### src/rtl/instr_fetch_pkg.sv
// Shared constants, IF/ID payload type and jump-target helper for the fetch stage.
package instr_fetch_pkg;

   localparam int unsigned XLEN          = 32;
   localparam int unsigned INSTR_INDEX_W = 26;
   localparam int unsigned WORD_ADDR_W   = 30;

   localparam logic [XLEN-1:0] RESET_PC_DEFAULT = 32'h0040_0000;
   localparam logic [XLEN-1:0] NOP_INSTR        = 32'h0000_0000;
   localparam logic [XLEN-1:0] PC_INC           = 32'd4;

   // Contents of the IF/ID pipeline register handed to decode.
   typedef struct packed {
      logic [XLEN-1:0] pc;
      logic [XLEN-1:0] pc_plus4;
      logic [XLEN-1:0] instr;
      logic            valid;
   } if_id_t;

   // J/JAL target: region bits come from the delay-slot PC.
   function automatic logic [XLEN-1:0] jump_pc(input logic [XLEN-1:0]          pc,
                                               input logic [INSTR_INDEX_W-1:0] idx);
      return {pc[XLEN-1:XLEN-4], idx, 2'b00};
   endfunction

endpackage

### src/rtl/if_id_reg.sv
// IF/ID pipeline register: flush squashes the instruction, stall holds, otherwise loads.
module if_id_reg
   import instr_fetch_pkg::*;
(
   input  logic   clk,
   input  logic   reset,
   input  logic   stall,
   input  logic   flush,
   input  if_id_t d,
   output if_id_t q
);

   // Flush keeps pc/pc_plus4 so decode still sees where the bubble came from.
   always_ff @(posedge clk or posedge reset) begin
      if (reset) begin
         q <= '{pc: '0, pc_plus4: '0, instr: NOP_INSTR, valid: 1'b0};
      end else if (flush) begin
         q.valid <= 1'b0;
         q.instr <= NOP_INSTR;
      end else if (!stall) begin
         q <= d;
      end
   end

endmodule

### src/rtl/instr_fetch.sv
// Fetch stage: PC register, next-PC mux with MIPS delay-slot redirect, IF/ID capture.
// Optional sticky out-of-range fetch flag built when FETCH_RANGE_CHECK_EN is defined.
module instr_fetch
   import instr_fetch_pkg::*;
#(
   parameter logic [XLEN-1:0]        RESET_PC     = RESET_PC_DEFAULT,
   parameter logic [WORD_ADDR_W-1:0] IMEM_LO_WORD = 30'h0010_0000,
   parameter logic [WORD_ADDR_W-1:0] IMEM_HI_WORD = 30'h0010_0090
)(
   input  logic                     clk,
   input  logic                     reset,
   input  logic                     stall,
   input  logic                     flush,
   input  logic                     branch_taken,
   input  logic [XLEN-1:0]          branch_target,
   input  logic                     jump,
   input  logic [INSTR_INDEX_W-1:0] jump_target,
   output logic [WORD_ADDR_W-1:0]   imem_addr,
   input  logic [XLEN-1:0]          imem_data,
   output logic [XLEN-1:0]          if_pc,
   output logic [XLEN-1:0]          if_pc_plus4,
   output logic [XLEN-1:0]          if_instr,
   output logic                     if_valid,
   output logic                     fetch_fault
);

   logic [XLEN-1:0] pc_q;
   logic [XLEN-1:0] pc_plus4_c;
   logic [XLEN-1:0] next_pc_c;
   if_id_t          ifid_d;
   if_id_t          ifid_q;
   logic            unused_target_lsbs;

   assign pc_plus4_c = pc_q + PC_INC;

   // Jump beats branch; sequential fetch wraps silently at the top of memory.
   always_comb begin
      next_pc_c = pc_plus4_c;
      if (jump) begin
         next_pc_c = jump_pc(pc_q, jump_target);
      end else if (branch_taken) begin
         next_pc_c = {branch_target[XLEN-1:2], 2'b00};
      end
   end

   assign unused_target_lsbs = ^branch_target[1:0];

   // A stalled cycle drops any redirect; decode re-asserts it after release.
   always_ff @(posedge clk or posedge reset) begin
      if (reset) begin
         pc_q <= RESET_PC;
      end else if (!stall) begin
         pc_q <= next_pc_c;
      end
   end

   assign imem_addr = pc_q[XLEN-1:2];

   assign ifid_d = '{pc: pc_q, pc_plus4: pc_plus4_c, instr: imem_data, valid: 1'b1};

   if_id_reg u_if_id (
      .clk   (clk),
      .reset (reset),
      .stall (stall),
      .flush (flush),
      .d     (ifid_d),
      .q     (ifid_q)
   );

   assign if_pc       = ifid_q.pc;
   assign if_pc_plus4 = ifid_q.pc_plus4;
   assign if_instr    = ifid_q.instr;
   assign if_valid    = ifid_q.valid;

`ifdef FETCH_RANGE_CHECK_EN
   logic out_of_range_c;
   logic fault_q;

   assign out_of_range_c = (imem_addr < IMEM_LO_WORD) || (imem_addr > IMEM_HI_WORD);

   // Sticky until reset; fetch itself is not affected by the flag.
   always_ff @(posedge clk or posedge reset) begin
      if (reset) begin
         fault_q <= 1'b0;
      end else if (!stall && out_of_range_c) begin
         fault_q <= 1'b1;
      end
   end

   assign fetch_fault = fault_q;
`else
   logic unused_range_cfg;

   assign unused_range_cfg = ^{IMEM_LO_WORD, IMEM_HI_WORD};
   assign fetch_fault      = 1'b0;
`endif

endmodule
### config.mk
export PLATFORM = sky130hd
export DESIGN_NAME = instr_fetch
export DESIGN_NICKNAME = d
export VERILOG_FILES = /design/src/rtl/instr_fetch_pkg.sv /design/src/rtl/if_id_reg.sv /design/src/rtl/instr_fetch.sv
export SDC_FILE = /design/constraint.sdc
export NUM_CORES = 1
export LEC_CHECK = 0
export ABC_AREA = 1
export CORE_ASPECT_RATIO = 0.8
export CORE_MARGIN = 2
export CORE_UTILIZATION = 41
export CTS_BUF_LIST = sky130_fd_sc_hd__clkbuf_4 sky130_fd_sc_hd__clkbuf_8 sky130_fd_sc_hd__clkbuf_16
export DETAILED_ROUTE_END_ITERATION = 8
export PLACE_DENSITY = 0.77
export SLEW_MARGIN = 20
export SYNTH_ARGS = -nofsm -noshare
export SYNTH_HDL_FRONTEND = slang
export SYNTH_HIERARCHICAL = 1
export SYNTH_SLANG_ARGS = --single-unit
### constraint.sdc
create_clock -name clk -period 3.25 [get_ports clk]
set_input_delay 0.4875 -clock clk [delete_from_list [all_inputs] [get_ports clk]]
set_output_delay 0.4875 -clock clk [all_outputs]
set_load 0.05 [all_outputs]
## Yosys cells after proc, flatten, opt, wreduce, memory -nomap -nowiden

Cells that the tools add are included.

- Add/sub/neg operators: 1
- Eq/ne operators: 1
- Mux-type cells: 4
- Bitwise gates (word level): 3
- Reductions and logical operators: 2

Operators by type and width:

| kind | count |
|---|---|
| 33-bit 2-to-1 mux | 2 |
| 32-bit by 3-bit adder with 32-bit output, second input constant | 1 |
| 32-bit 2-to-1 mux | 1 |
| 28-bit 2-to-1 mux | 1 |
| 2-bit AND reduction | 2 |
| 1-bit NOT | 3 |
| 2-bit by 1-bit inequality test with 1-bit output, second input constant | 1 |

- Flip-flop bits (word level): 129
- Input bits: 96
- Output and inout port bits: 128
- Logic and storage cells: 17

## Longest topological paths before layout

- Depth in word-level cells: 3
- Depth in mapped cells: 11
- Depth with buffers taken out: 11

## By module

Netlist, hierarchy kept.

Modules (own cells, without submodules):

| module | times used | cells an instance | area an instance (µm²) | seq. area each (µm²) |
|---|---|---|---|---|
| if_id_reg | 1 | 422 | 3833.7 | 2427.3 |
| instr_fetch | 1 | 442 | 2630.0 | 752.0 |

## Worst setup path after synthesis

OpenSTA, ideal clock, no wires.

- Path type: register to register
- Start: register pc_q[3]
- End: register pc_q[28]
- Data arrival time: 1.817 ns
- Setup slack: 1.314 ns
- Stages on the path, launching flop included: 11
- Path buffers: 0
- Clock period less this slack: 1.936 ns
- Cell sequence: dfrtp_1 -> ha_1 -> nand2_1 -> nor2_2 -> nand2_2 -> nor2_4 -> nand2_2 -> o21ai_2 -> nand3_1 -> nand2_1 -> nand2_1

- Longest elaborated chain between the ends: 2

RTL lines:

| item | line | text |
|---|---|---|
| from (decl) | instr_fetch.sv:27 | `logic [XLEN-1:0] pc_q;` |
| from (signal assigned) | instr_fetch.sv:53 | `pc_q <= next_pc_c;` |
| 32-bit by 3-bit adder with 32-bit output | instr_fetch.sv:34 | `assign pc_plus4_c = pc_q + PC_INC;` |
| 32-bit 2-to-1 mux | instr_fetch.sv:41 | `end else if (branch_taken) begin` |

Every way passes these cells.
A chain may end at the register's enable or synchronous reset.

## Worst setup path after layout

- Start: register pc_q[22]
- End: output imem_addr[20]

RTL lines:

| item | line | text |
|---|---|---|
| to (decl) | instr_fetch.sv:18 | `output logic [WORD_ADDR_W-1:0] imem_addr,` |

No word-level cell between the ends.

==> impl_metrics.csv <==
group,metric,value,unit
power,ir_drop,0.363,mV
layout,fin_util,60.6,%
critical_path,crit_path_end_kind,"output pin",
detailed_routing,post-route-drc-count,0,
global_routing,grt_max_degree,62,
layout,fin_area,9450,um^2
placement,dpl.hpwl,14800,um
layout,syn2layout_area_growth,46.1,%
clocking,cts_tree,"built",
synthesis,synth_area_leaders,"dfrtp_1 (49%), nand2_1 (18%), o21ai_0 (6.2%), nand3_1 (5.6%), nor2_1 (5.6%)",
clocking,clockBufferDepth,2,
die,rows,41,
clocking,hold_buffers,0,
layout,layout-drive-gt1-share,6.20,%
synthesis,synthArstFlopShare,100,%
critical_path,arrival,1880,ps
layout,n_antenna_cell,0,
timing,finalSetupViolations,0,
critical_path,crit_buf_inv,1,
synthesis,netlist_area,6460,um^2
synthesis,synth_top_area_share,48.8,%
clocking,cts_buffers,17,
global_routing,grt_overflow,0,
layout,nets,1166,
layout,layout_commonest_cell,"nand2_1",
timing,hold_viol,0,
timing,final.setup.tns,0,ps
detailed_routing,via_per_inst,5.05,
placement,placed_cell_area,8780,um^2
synthesis,ys_seq_area_share,49.2,%
detailed_routing,drt-total-wl,21100,um
synthesis,synthCells,864,
layout,fill_cells,1406,
outcome,status,"finished, final reports clean",
die,fp.coreArea,15600,um^2
layout,register_area,3180,um^2
placement,place_congestion,0.897,
timing,max_freq,422,MHz
die,initial_utilization,41.4,%
synthesis,synth_ff_type,"dfrtp_1",
clocking,clock_latency,420,ps
power,p_per_area,630,nW/um^2
layout,layout_common_cells,"nand2_1 (311), clkdlybuf4s50_1 (217), dfrtp_1 (126)",
synthesis,ys_seq_elements,127,
detailed_routing,drt-initial-drc-count,397,
clocking,cts_resized,0,
global_routing,first_global_vias,6228,
timing,hold_ws,460,ps
power,power_leakage,4.46,nW
detailed_routing,wl_per_cell,16.3,um
detailed_routing,ant_nets,0,
clocking,clkSinkCount,127,
die,die_w,144,um
clocking,ctsHtreeMaxLevel,4,
timing,min_period,2370,ps
global_routing,track_usage,25.3,%
timing,slew_violations,0,
synthesis,yosysTopAreaCell,"dfrtp_1",
layout,multi_input_area,2890,um^2
synthesis,synth_warnings,6,
clocking,path_clk_slew,50,ps
critical_path,critPathLaunchType,"register",
critical_path,crit_fanout,7,
global_routing,antenna_found_initial,0,
global_routing,grt_first_pass_wirelength,32600,um
critical_path,slowest_stage,"clkdlybuf4s50_1",
min_path,hold_path.class,"in -> reg",
clocking,cts_root_buffer,"clkbuf_16",
die,ios,224,
synthesis,synth_edf_count,0,
critical_path,path_delay_family,"buffers and inverters",
critical_path,crit_required,2760,ps
die,dieArea,16800,um^2
timing,post-route-period-util,72.9,%
flow_run,cap_violations,0,
synthesis,avgSynthCellArea,7.48,um^2
detailed_routing,firstDrtPassIters,5,
clocking,cts_setup_buffers,0,
die,die_y,116,um
placement,port_buffers,220,
critical_path,max_stage_delay,840,ps
critical_path,crit_type,"reg -> out",
detailed_routing,routed-via-count,6539,
timing,skew,8.97,ps
timing,rsz0062_at_grt,"no",
critical_path,worstPathCellList,"clkdlybuf4s50_1",
synthesis,ys_types,29,
timing,worst_slew_pin_slew,1030,ps
timing,slew_headroom,31.1,%
-- power by group --
part	switching, mW	internal (mW)	leakage, nW
logic	1.24	0.597	2.57
registers	0.181	1.78	1.57
clock network	0.691	1.46	0.322
-- through the flow --
stage / cells / setup slack [ps] / total power [mW]
after CTS: 1296 / 871 / 5.98
final: 1296 / 881 / 5.95
after global placement: 1265 / 1100 / 3.80
after detailed placement: 1265 / 1060 / 3.82
after global routing: 1296 / 844 / 6.19
after floorplan: 868 / 229 / 3.10
-- registers in the layout, summed over array words and instances (netlist names) --
register / count
pc_q: 30
u_if_id/q: 97
-- synthesized netlist by cell type, types with 7 or more instances --
cell / n
dfrtp_1: 126
o21ai_0: 80
nand2_1: 311
nand3_1: 72
nor2_1: 96
a22oi_1: 10
a21oi_1: 38
buf_2: 15
nor2_4: 7
clkbuf_1: 26
inv_1: 39
-- routing by layer --
layer  vias to the layer above  global-route usage, %  routed length [um]
met2                       301                   39.0                9330
met4                         0                   6.08                 227
met3                        19                   7.95                2020
met1                      3026                   35.0                9510
met5                         -                      0                   0
li1                       3193                      -                   -
-- path summary, 6_finish.rpt --
kind                                           startpoint                   endpoint  slack, ps  depth (start not counted)
worst max-delay path                 pc_q[22]$_DFFE_PP1N_              imem_addr[20]        880                          1
min in group asynchronous                           reset  u_if_id/q[87]$_DFFE_PP0P_        540                          2
max in group asynchronous                           reset  u_if_id/q[80]$_DFFE_PP0P_       2010                          3
worst min register to register  u_if_id/q[36]$_DFFE_PP0P_  u_if_id/q[36]$_DFFE_PP0P_        490                          2
worst min-delay path                                flush  u_if_id/q[33]$_DFFE_PP0P_        460                          3
worst max register to register        pc_q[3]$_DFFE_PP0N_  u_if_id/q[61]$_DFFE_PP0P_       1300                         10
-- area by class of cell --
cell class,count,share of cell area (%)
clock buffers,19,4.73
inverters,41,1.66
clock inverters,12,2.28
flip-flops and latches,127,33.7
multi-input cells,650,30.6
well taps,215,2.85
repair buffers,232,24.3
-- kinds of logic (layout without fill, tap and decap cells) --
logic type / count (synthesis) / in the layout / synth area share (%)
other: 2 / 6 / 0.116
and+or+nand+nor: 503 / 503 / 32.2
buffers and inverters: 91 / 304 / 6.39
xor gates and xnor gates: 7 / 7 / 0.949
DFF: 127 / 127 / 49.2
adders and majority gates: 1 / 1 / 0.194
AOI/OAI and AO/OA: 133 / 133 / 11.0
(Power assumes the default switching activity.)
